[src/rtl/read_pointer_handler_param.sv]
// read_pointer_handler_param
//   Read-side pointer manager for the async FIFO family. Everything runs in
//   the clk_rx domain. It keeps the binary read counter, drives the RAM read
//   address, publishes a registered Gray read pointer toward the write side,
//   and derives empty / level / almost_empty from the synchronised Gray
//   write pointer. It also provides pop acknowledge, a sticky underflow flag
//   and a read-side flush.
//
// Parameters
//   ADDR_W     address width; depth = 2**ADDR_W; pointers are ADDR_W+1 bits
//   AEMPTY_TH  almost_empty asserts when level <= AEMPTY_TH (0..2**ADDR_W)
//
// Ports
//   clk_rx                          in   rx-domain clock
//   nrst_rx                         in   synchronous active-low reset
//   pop                             in   read request
//   flush                           in   drop all visible entries
//   clr_err                         in   clear underflow
//   synced_graycoded_write_pointer  in   Gray write pointer, already in clk_rx
//   pop_ack                         out  pop accepted this cycle
//   empty                           out  no entries visible
//   almost_empty                    out  level <= AEMPTY_TH
//   level                           out  visible entries, 0..2**ADDR_W
//   underflow                       out  sticky: pop seen while empty
//   read_pointer                    out  RAM read address
//   graycoded_read_pointer          out  registered Gray read pointer (CDC)
module read_pointer_handler_param #(
  parameter int ADDR_W    = 3,
  parameter int AEMPTY_TH = 2
) (
  input  logic              clk_rx,
  input  logic              nrst_rx,
  input  logic              pop,
  input  logic              flush,
  input  logic              clr_err,
  input  logic [ADDR_W:0]   synced_graycoded_write_pointer,
  output logic              pop_ack,
  output logic              empty,
  output logic              almost_empty,
  output logic [ADDR_W:0]   level,
  output logic              underflow,
  output logic [ADDR_W-1:0] read_pointer,
  output logic [ADDR_W:0]   graycoded_read_pointer
);

  localparam logic [ADDR_W:0] AEMPTY_TH_W = (ADDR_W+1)'(AEMPTY_TH);
  localparam logic [ADDR_W:0] PTR_ONE     = (ADDR_W+1)'(1);

  function automatic logic [ADDR_W:0] bin2gray(input logic [ADDR_W:0] b);
    return b ^ (b >> 1);
  endfunction

  // Prefix XOR from the MSB down.
  function automatic logic [ADDR_W:0] gray2bin(input logic [ADDR_W:0] g);
    logic [ADDR_W:0] b;
    b[ADDR_W] = g[ADDR_W];
    for (int i = ADDR_W - 1; i >= 0; i--) begin
      b[i] = b[i+1] ^ g[i];
    end
    return b;
  endfunction

  logic [ADDR_W:0] read_counter;
  logic [ADDR_W:0] read_gray;
  logic [ADDR_W:0] write_bin;

  assign read_gray    = bin2gray(read_counter);
  assign write_bin    = gray2bin(synced_graycoded_write_pointer);

  // Empty is a straight Gray compare, so it does not wait on the decoder.
  assign empty        = (read_gray == synced_graycoded_write_pointer);
  assign level        = write_bin - read_counter;
  assign almost_empty = (level <= AEMPTY_TH_W);
  assign pop_ack      = pop & ~empty & ~flush;
  assign read_pointer = read_counter[ADDR_W-1:0];

  // Counter / CDC register stage: flush beats pop; Gray output lags by one.
  always_ff @(posedge clk_rx) begin
    if (!nrst_rx) begin
      read_counter           <= '0;
      graycoded_read_pointer <= '0;
      underflow              <= 1'b0;
    end else begin
      graycoded_read_pointer <= read_gray;
      if (flush) begin
        read_counter <= write_bin;
      end else if (pop_ack) begin
        read_counter <= read_counter + PTR_ONE;
      end
      if (pop & empty & ~flush) begin
        underflow <= 1'b1;
      end else if (clr_err) begin
        underflow <= 1'b0;
      end
    end
  end

endmodule

[config.mk]
export PLATFORM = sky130hd
export DESIGN_NAME = read_pointer_handler_param
export DESIGN_NICKNAME = d
export VERILOG_FILES = /design/src/rtl/read_pointer_handler_param.sv
export SDC_FILE = /design/constraint.sdc
export NUM_CORES = 1
export LEC_CHECK = 0
export BUFFER_PORTS_ARGS = -buffer_cell sky130_fd_sc_hd__buf_2
export CAP_MARGIN = 15
export CORE_MARGIN = 8
export CORE_UTILIZATION = 51
export CTS_CLUSTER_DIAMETER = 120
export DETAILED_ROUTE_END_ITERATION = 10
export GPL_ROUTABILITY_DRIVEN = 0
export HOLD_SLACK_MARGIN = 0.06
export PLACE_DENSITY = 0.81
export SLEW_MARGIN = 20
export SYNTH_ARGS = -nofsm -noshare
export SYNTH_HDL_FRONTEND = slang
export SYNTH_SLANG_ARGS = --single-unit
[constraint.sdc]
create_clock -name clk_rx -period 2.7 [get_ports clk_rx]
set_clock_uncertainty 0.1 [all_clocks]
set_input_delay 0.135 -clock clk_rx [delete_from_list [all_inputs] [get_ports clk_rx]]
set_output_delay 0.135 -clock clk_rx [all_outputs]
set_load 0.02 [all_outputs]
Word-level counts from Yosys, hierarchy flattened
Index checks and enable logic that the tools add are counted.

$add $sub $neg: 2. Magnitude comparators: 1. Equality and inequality tests: 1. Mux-type cells: 4. Bitwise logic cells: 10. Reductions and logical operators: 2.

Operators with widths (number): $mux 4 (2); $add 4x1->4 const B (1); $and 1x1->1 (4); $eq 4x4->1 (1); $le 4x2->1 const B (1); $reduce_bool 2->1 (2); $sub 4x4->4 (1); $xor 4x3->4 (1); $xor 1x1->1 (3); $mux 1 (2); $not 1->1 (2).

Flip-flop bits (word level): 9. Output and inout bits: 15. Logic and storage cells: 23.

Logic depth before layout (Yosys ltp)
Gate-level depths: netlist of the first run.

Depth after elaboration: 7. Gate-level depth with buffers: 7.

Worst setup path before layout of the first run
No wires, ideal clock.

Kind: input-to-output. From: in synced_graycoded_write_pointer[3]. To: out almost_empty. Data arrival time: 2.154 ns. Path slack: 0.311 ns. Cell stages on the path: 6. Path buffers: 0. Path through: xor3_1 > xnor2_1 > ha_1 > fa_1 > inv_1 > a221oi_1.

Word-level cells in the longest chain between the ends: 5.

Ends and longest elaborated chain: from (decl) (RTL line 36) `input logic [ADDR_W:0] synced_graycoded_write_pointer,`; $xor 1x1->1 (*) (2 in series) (RTL line 58) `b[i] = b[i+1] ^ g[i];`; $xor 1x1->1 (RTL line 58); $sub 4x4->4 (*) (RTL line 72) `assign level = write_bin - read_counter;`; net level[1] (RTL line 40) `output logic [ADDR_W:0] level,`; $le 4x2->1 (*) (RTL line 73) `assign almost_empty = (level <= AEMPTY_TH_W);`; to (decl) (RTL line 39) `output logic almost_empty,`.

The timed path passes the listed nets; every way through them passes the cells marked *.

Final worst setup path of the first run
From: in synced_graycoded_write_pointer[3]. To: out almost_empty.

Word-level cells in the longest chain between the ends: 5.

Ends and longest elaborated chain (RTL line): $xor 1x1->1 (3 in series) (58); $sub 4x4->4 (*) (72); $le 4x2->1 (*) (73).

Mark *: on every way between the ends. The rest lies on a longest branch, timed or not.

==> results of run 1 <==
-- cell families after synthesis --
family                     after synthesis  share of synthesized area
buffers and inverters                   13                     0.0987
AOI/OAI and AO/OA                       15                      0.207
and+or+nand+nor                         13                      0.115
DFF                                      9                      0.263
adders and majority gates                6                      0.121
xor gates and xnor gates                11                      0.196
-- state kept, by name, summed over array words and instances (netlist names) --
register                flops
graycoded_read_pointer      4
read_counter                4
underflow                   1
-- layer usage --
metal | vias up | GRT usage | part of all wire
met3 | 0 | 0.0426 | 0.094
met4 | 0 | 0.0517 | 0
li1 | 282 | - | -
met2 | 22 | 0.215 | 0.48
met1 | 278 | 0.145 | 0.43
met5 | - | 0 | 0
-- synthesized netlist by cell type (2+ instances only) --
cell	number	area, µm²
inv_1	9	33.8
ha_1	5	62.6
a41oi_2	3	48.8
o21a_1	2	15.0
and2_1	6	37.5
xnor2_1	5	43.8
xor2_1	3	26.3
dfxtp_1	9	180
buf_4	3	22.5
o21ai_0	2	10.0
-- through the flow --
step	setup WS (ns)	cells	util	total power, mW	hold slack (ns)
3_3_place_gp	0.330	101	0.611	0.392	0.350
5_1_grt	0.0549	105	0.631	0.536	0.0748
3_5_place_dp	0.283	101	0.611	0.397	0.360
6_report	0.262	105	0.631	0.505	0.0709
4_1_cts	0.260	105	0.631	0.507	0.0714
2_1_floorplan	0.311	67	-	0.335	0.152
-- report_power, final --
part / switching, mW / total (mW) / leakage [nW] / internal (mW)
registers: 0.0125 / 0.158 / 0.0743 / 0.145
clock network: 0.0553 / 0.112 / 0.0150 / 0.0571
logic: 0.141 / 0.235 / 0.325 / 0.0940
total: 0.209 / 0.505 / 0.415 / 0.296
-- how the worst max path moves through the flow --
stage	start	to	slack (ns)	cells after the start
after global routing	synced_graycoded_write_pointer[3]	almost_empty	0.05	9
after floorplan	synced_graycoded_write_pointer[3]	almost_empty	0.31	6
after detailed placement	synced_graycoded_write_pointer[3]	almost_empty	0.28	9
final	synced_graycoded_write_pointer[3]	almost_empty	0.26	9
after CTS	synced_graycoded_write_pointer[3]	almost_empty	0.26	9
after global placement	synced_graycoded_write_pointer[3]	almost_empty	0.33	9
-- layout make-up --
cell class,instances,area share
Timing Repair Buffer,23,0.142
Multi-Input combinational cell,45,0.539
Inverter,9,0.0417
Sequential cell,9,0.222
Clock buffer,4,0.0324
Tap cell,15,0.0231
==> flow_metrics.tcl, run 1 <==
set metrics [dict create \
    antenna_found_initial 0 \
    cpMostUsedCell "buf_2" \
    clock-sinks 9 \
    finalSetupViolations 0 \
    path_cells "buf_2 -> xor3_1 -> xnor2_1 -> ha_1 -> nor2b_1 -> o21a_1 -> or3_1 -> a221oi_1 -> buf_2" \
    worstHoldStart "nrst_rx" \
    drive_gt1_frac 0.367 \
    yosysSeqAreaShare 0.263 \
    cts_max_path_buffers 2 \
    drt_iter0_markers 11 \
    worst-setup-path-type "in -> out" \
    fin_area_um2 811 \
    synth_edf_count 0 \
    numCtsBuffers 3 \
    ys.flop_type "dfxtp_1" \
    clockRootBuffer "clkbuf_4" \
    ys_ff_latch 9 \
    r2r_end "read_counter[1]" \
    fill_cells 111 \
    postCtsHoldBufs 0 \
    htree_num_levels 1 \
    syn_avg_cell_area_um2 10.2 \
    min_path_cells 2 \
    worstMarginPinSlew_ns 0.482 \
    p_leak_nw 0.415 \
    placed_area_um2 785 \
    cp.buffers_inverters 2 \
    numPortBuffers 23 \
    chipHeight_um 52.6 \
    max_freq_ghz 0.410 \
    final_common_cell "buf_2" \
    syn_area_um2 684 \
    r2r.worst_path.cells 5 \
    clk_pin_slew_ns 0.08 \
    grt_usage 0.128 \
    power_density_nw_per_um2 623 \
    cts-resized-gates 0 \
    rsz0062_at_grt "no" \
    coreArea_um2 1280 \
    timing_hold_violations_final 0 \
    syn-num-nets 82 \
    vias 582 \
    grt_pass1_vias 601 \
    postRouteAntennaNets 0 \
    cts_tree "yes" \
    rr_startpoint "read_counter[1]" \
    grt_max_degree 10 \
    dieWidth_um 52.6 \
    maxSlewHeadroom 0.677 \
    endpoint_kind "primary output" \
    initial_core_util 0.533 \
    area_growth_pct 18.5 \
    r2r_slack_ns 0.55 \
    layout.nets 106 \
    cp_slowest_stage_delay_ns 0.49 \
    critPathTopFamily "XOR/XNOR gates" \
    worst-path-max-fanout 4 \
    grt_pass1_wl_mm 2.73 \
    regArea_um2 180 \
    cts_setup_buffers 0 \
    clk_latency_ns 0.27 \
    vdd_drop_max_uv 349 \
    period_share 0.903 \
    via_per_inst 5.54 \
    dr.pass1.iters 4 \
    routed_wirelength_mm 1.59 \
    timing.final.max_slew_violations 0 \
    yosysUniqueCellTypes 30 \
    syn_inst 67 \
    wl_per_cell_um 15.1 \
    io_pins 24 \
    yosysWarnings 0 \
    multi_input_area_um2 437 \
    hold_path.class "in -> reg" \
    drcViolationCount 0 \
    min_to "read_counter[2]" \
    dp_hpwl_mm 1.25 \
    overflow 0 \
    cp_data_arrival_time_ns 2.20 \
    max_cap_viol_count 0 \
    die-area_um2 2770 \
    final_cell_mix "buf_2 (23), inv_1 (9), dfxtp_1 (9), and2_1 (6)" \
    cp_slowest_cell "xor3_1" \
    crit_required_ns 2.47 \
    startpoint_type "input port" \
    diodes 0 \
    rows 13 \
    async_flop_share 0 \
    tns_ns 0 \
    min_period_ns 2.44 \
    status "completed" \
]
Power figures use the tool's default switching activity.
==> inputs of run 2 (changes only) <==
- REMOVE_ABC_BUFFERS: not set -> 1
==> run 2 against run 1 <==
Compared with the run above: register-to-register slack better by 0.10 ns; flip-flop and latch count stayed put; design area unchanged; global-route usage is 1.9 points lower; power decreased by 2.9%; count of clock-buffer cells in the layout did not move; critical endpoint unchanged.
==> flow_metrics.tcl, run 2 (same netlist as run 1, synthesis figures left out) <==
set metrics [dict create \
    drt_iter0_markers 1 \
    switchingPower_mw 0.195 \
    dieWidth_um 52.6 \
    die-area_um2 2770 \
    final_common_cell "buf_2" \
    max_cap_viol_count 0 \
    power_mw 0.490 \
    io_pins 24 \
    dr.pass1.iters 2 \
    layout.nets 106 \
    postRouteAntennaNets 0 \
    tns_ns 0 \
    numCtsBuffers 3 \
    antenna_found_initial 0 \
    timing_hold_violations_final 0 \
    fin_cells 105 \
    worst-setup-path-type "in -> out" \
    cp_data_arrival_time_ns 2.24 \
    worstMarginPinSlew_ns 0.457 \
    power_density_nw_per_um2 605 \
    area_growth_pct 18.5 \
    min_path_cells 2 \
    timing.hold.ws_ns 0.0764 \
    clk_latency_ns 0.26 \
    clock-sinks 9 \
    cts_max_path_buffers 2 \
    p_clk_frac 0.209 \
    final_cell_mix "buf_2 (23), inv_1 (9), dfxtp_1 (9), and2_1 (6)" \
    cts_setup_buffers 0 \
    rsz0062_at_grt "no" \
    combPwrFrac 0.472 \
    grt_usage 0.110 \
    maxSlewHeadroom 0.693 \
    startpoint_type "input port" \
    cts-resized-gates 0 \
    vdd_drop_max_uv 251 \
    top_regs "graycoded_read_pointer: 4 flops, read_counter: 4 flops, underflow: 1 flops" \
    cts_tree "yes" \
    dp_cells 101 \
    grt_max_degree 10 \
    hold_path.class "in -> reg" \
    rows 13 \
    switching_share 0.398 \
    initial_core_util 0.533 \
    vias 542 \
    cp_slowest_stage_delay_ns 0.50 \
    period_share 0.918 \
    max_freq_ghz 0.404 \
    setup_slack_ns 0.223 \
    status "completed" \
    numPortBuffers 23 \
    drcViolationCount 0 \
    worst-path-max-fanout 4 \
    dp_hpwl_mm 1.21 \
    clockRootBuffer "clkbuf_4" \
    cpMostUsedCell "buf_2" \
    cp_slowest_cell "xor3_1" \
    fill_cells 119 \
    chipHeight_um 52.6 \
    crit_required_ns 2.47 \
    postCtsHoldBufs 0 \
    routed_wirelength_mm 1.39 \
    regArea_um2 180 \
    drive_gt1_frac 0.367 \
    multi_input_area_um2 437 \
    finalSetupViolations 0 \
    diodes 0 \
    grt_pass1_wl_mm 2.33 \
    clk_pin_slew_ns 0.06 \
    htree_num_levels 1 \
    intPower_mw 0.295 \
    via_per_inst 5.16 \
    overflow 0 \
    p_leak_nw 0.415 \
    wl_per_cell_um 13.2 \
    placed_area_um2 785 \
    power_frac_seq 0.320 \
    path_cells "buf_2 -> xor3_1 -> xnor2_1 -> ha_1 -> nor2b_1 -> o21a_1 -> or3_1 -> a221oi_1 -> buf_2" \
    fin_area_um2 811 \
    post-route-util 0.631 \
    timing.final.max_slew_violations 0 \
    r2r.worst_path.cells 5 \
    grt_pass1_vias 548 \
    min_period_ns 2.48 \
    coreArea_um2 1280 \
    endpoint_kind "primary output" \
    pre_cts_slack_ns 0.225 \
]
[run 2: power groups by stage]
stage	logic, mW	registers [mW]	clock network (mW)
6_report	0.231	0.157	0.102
5_1_grt	0.253	0.159	0.117
4_1_cts	0.236	0.157	0.107
3_5_place_dp	0.235	0.160	0
3_3_place_gp	0.230	0.160	0
2_1_floorplan	0.153	0.173	0
[run 2: path summary, 6_finish.rpt]
path | from | endpoint | slack (ns)
max reg2reg | read_counter[1] | read_counter[1] | 0.65
min reg2reg | underflow | underflow | 0.50
max | synced_graycoded_write_pointer[3] | almost_empty | 0.22
min | nrst_rx | read_counter[1] | 0.08
[run 2: critical path, delay by kind of cell]
kind                       cells  cell delay (ns)
xor gates and xnor gates       2             0.72
AOI/OAI and AO/OA              2             0.44
and+or+nand+nor                2             0.38
buffers and inverters          2             0.35
adders and majority gates      1             0.22
[run 2: final cells by class]
cell class / instances / area share
clock buffers: 4 / 0.0324
inverters: 9 / 0.0417
multi-input cells: 45 / 0.539
flip-flops and latches: 9 / 0.222
well taps: 15 / 0.0231
repair buffers: 23 / 0.142
[run 2: layer usage]
| metal | vias to the layer above | track usage | part of all wire |
|---|---|---|---|
| met3 | 0 | 0.0625 | 0.092 |
| met2 | 15 | 0.190 | 0.49 |
| met5 | - | 0 | 0 |
| met4 | 0 | 0.0129 | 0 |
| met1 | 249 | 0.116 | 0.42 |
| li1 | 278 | - | - |
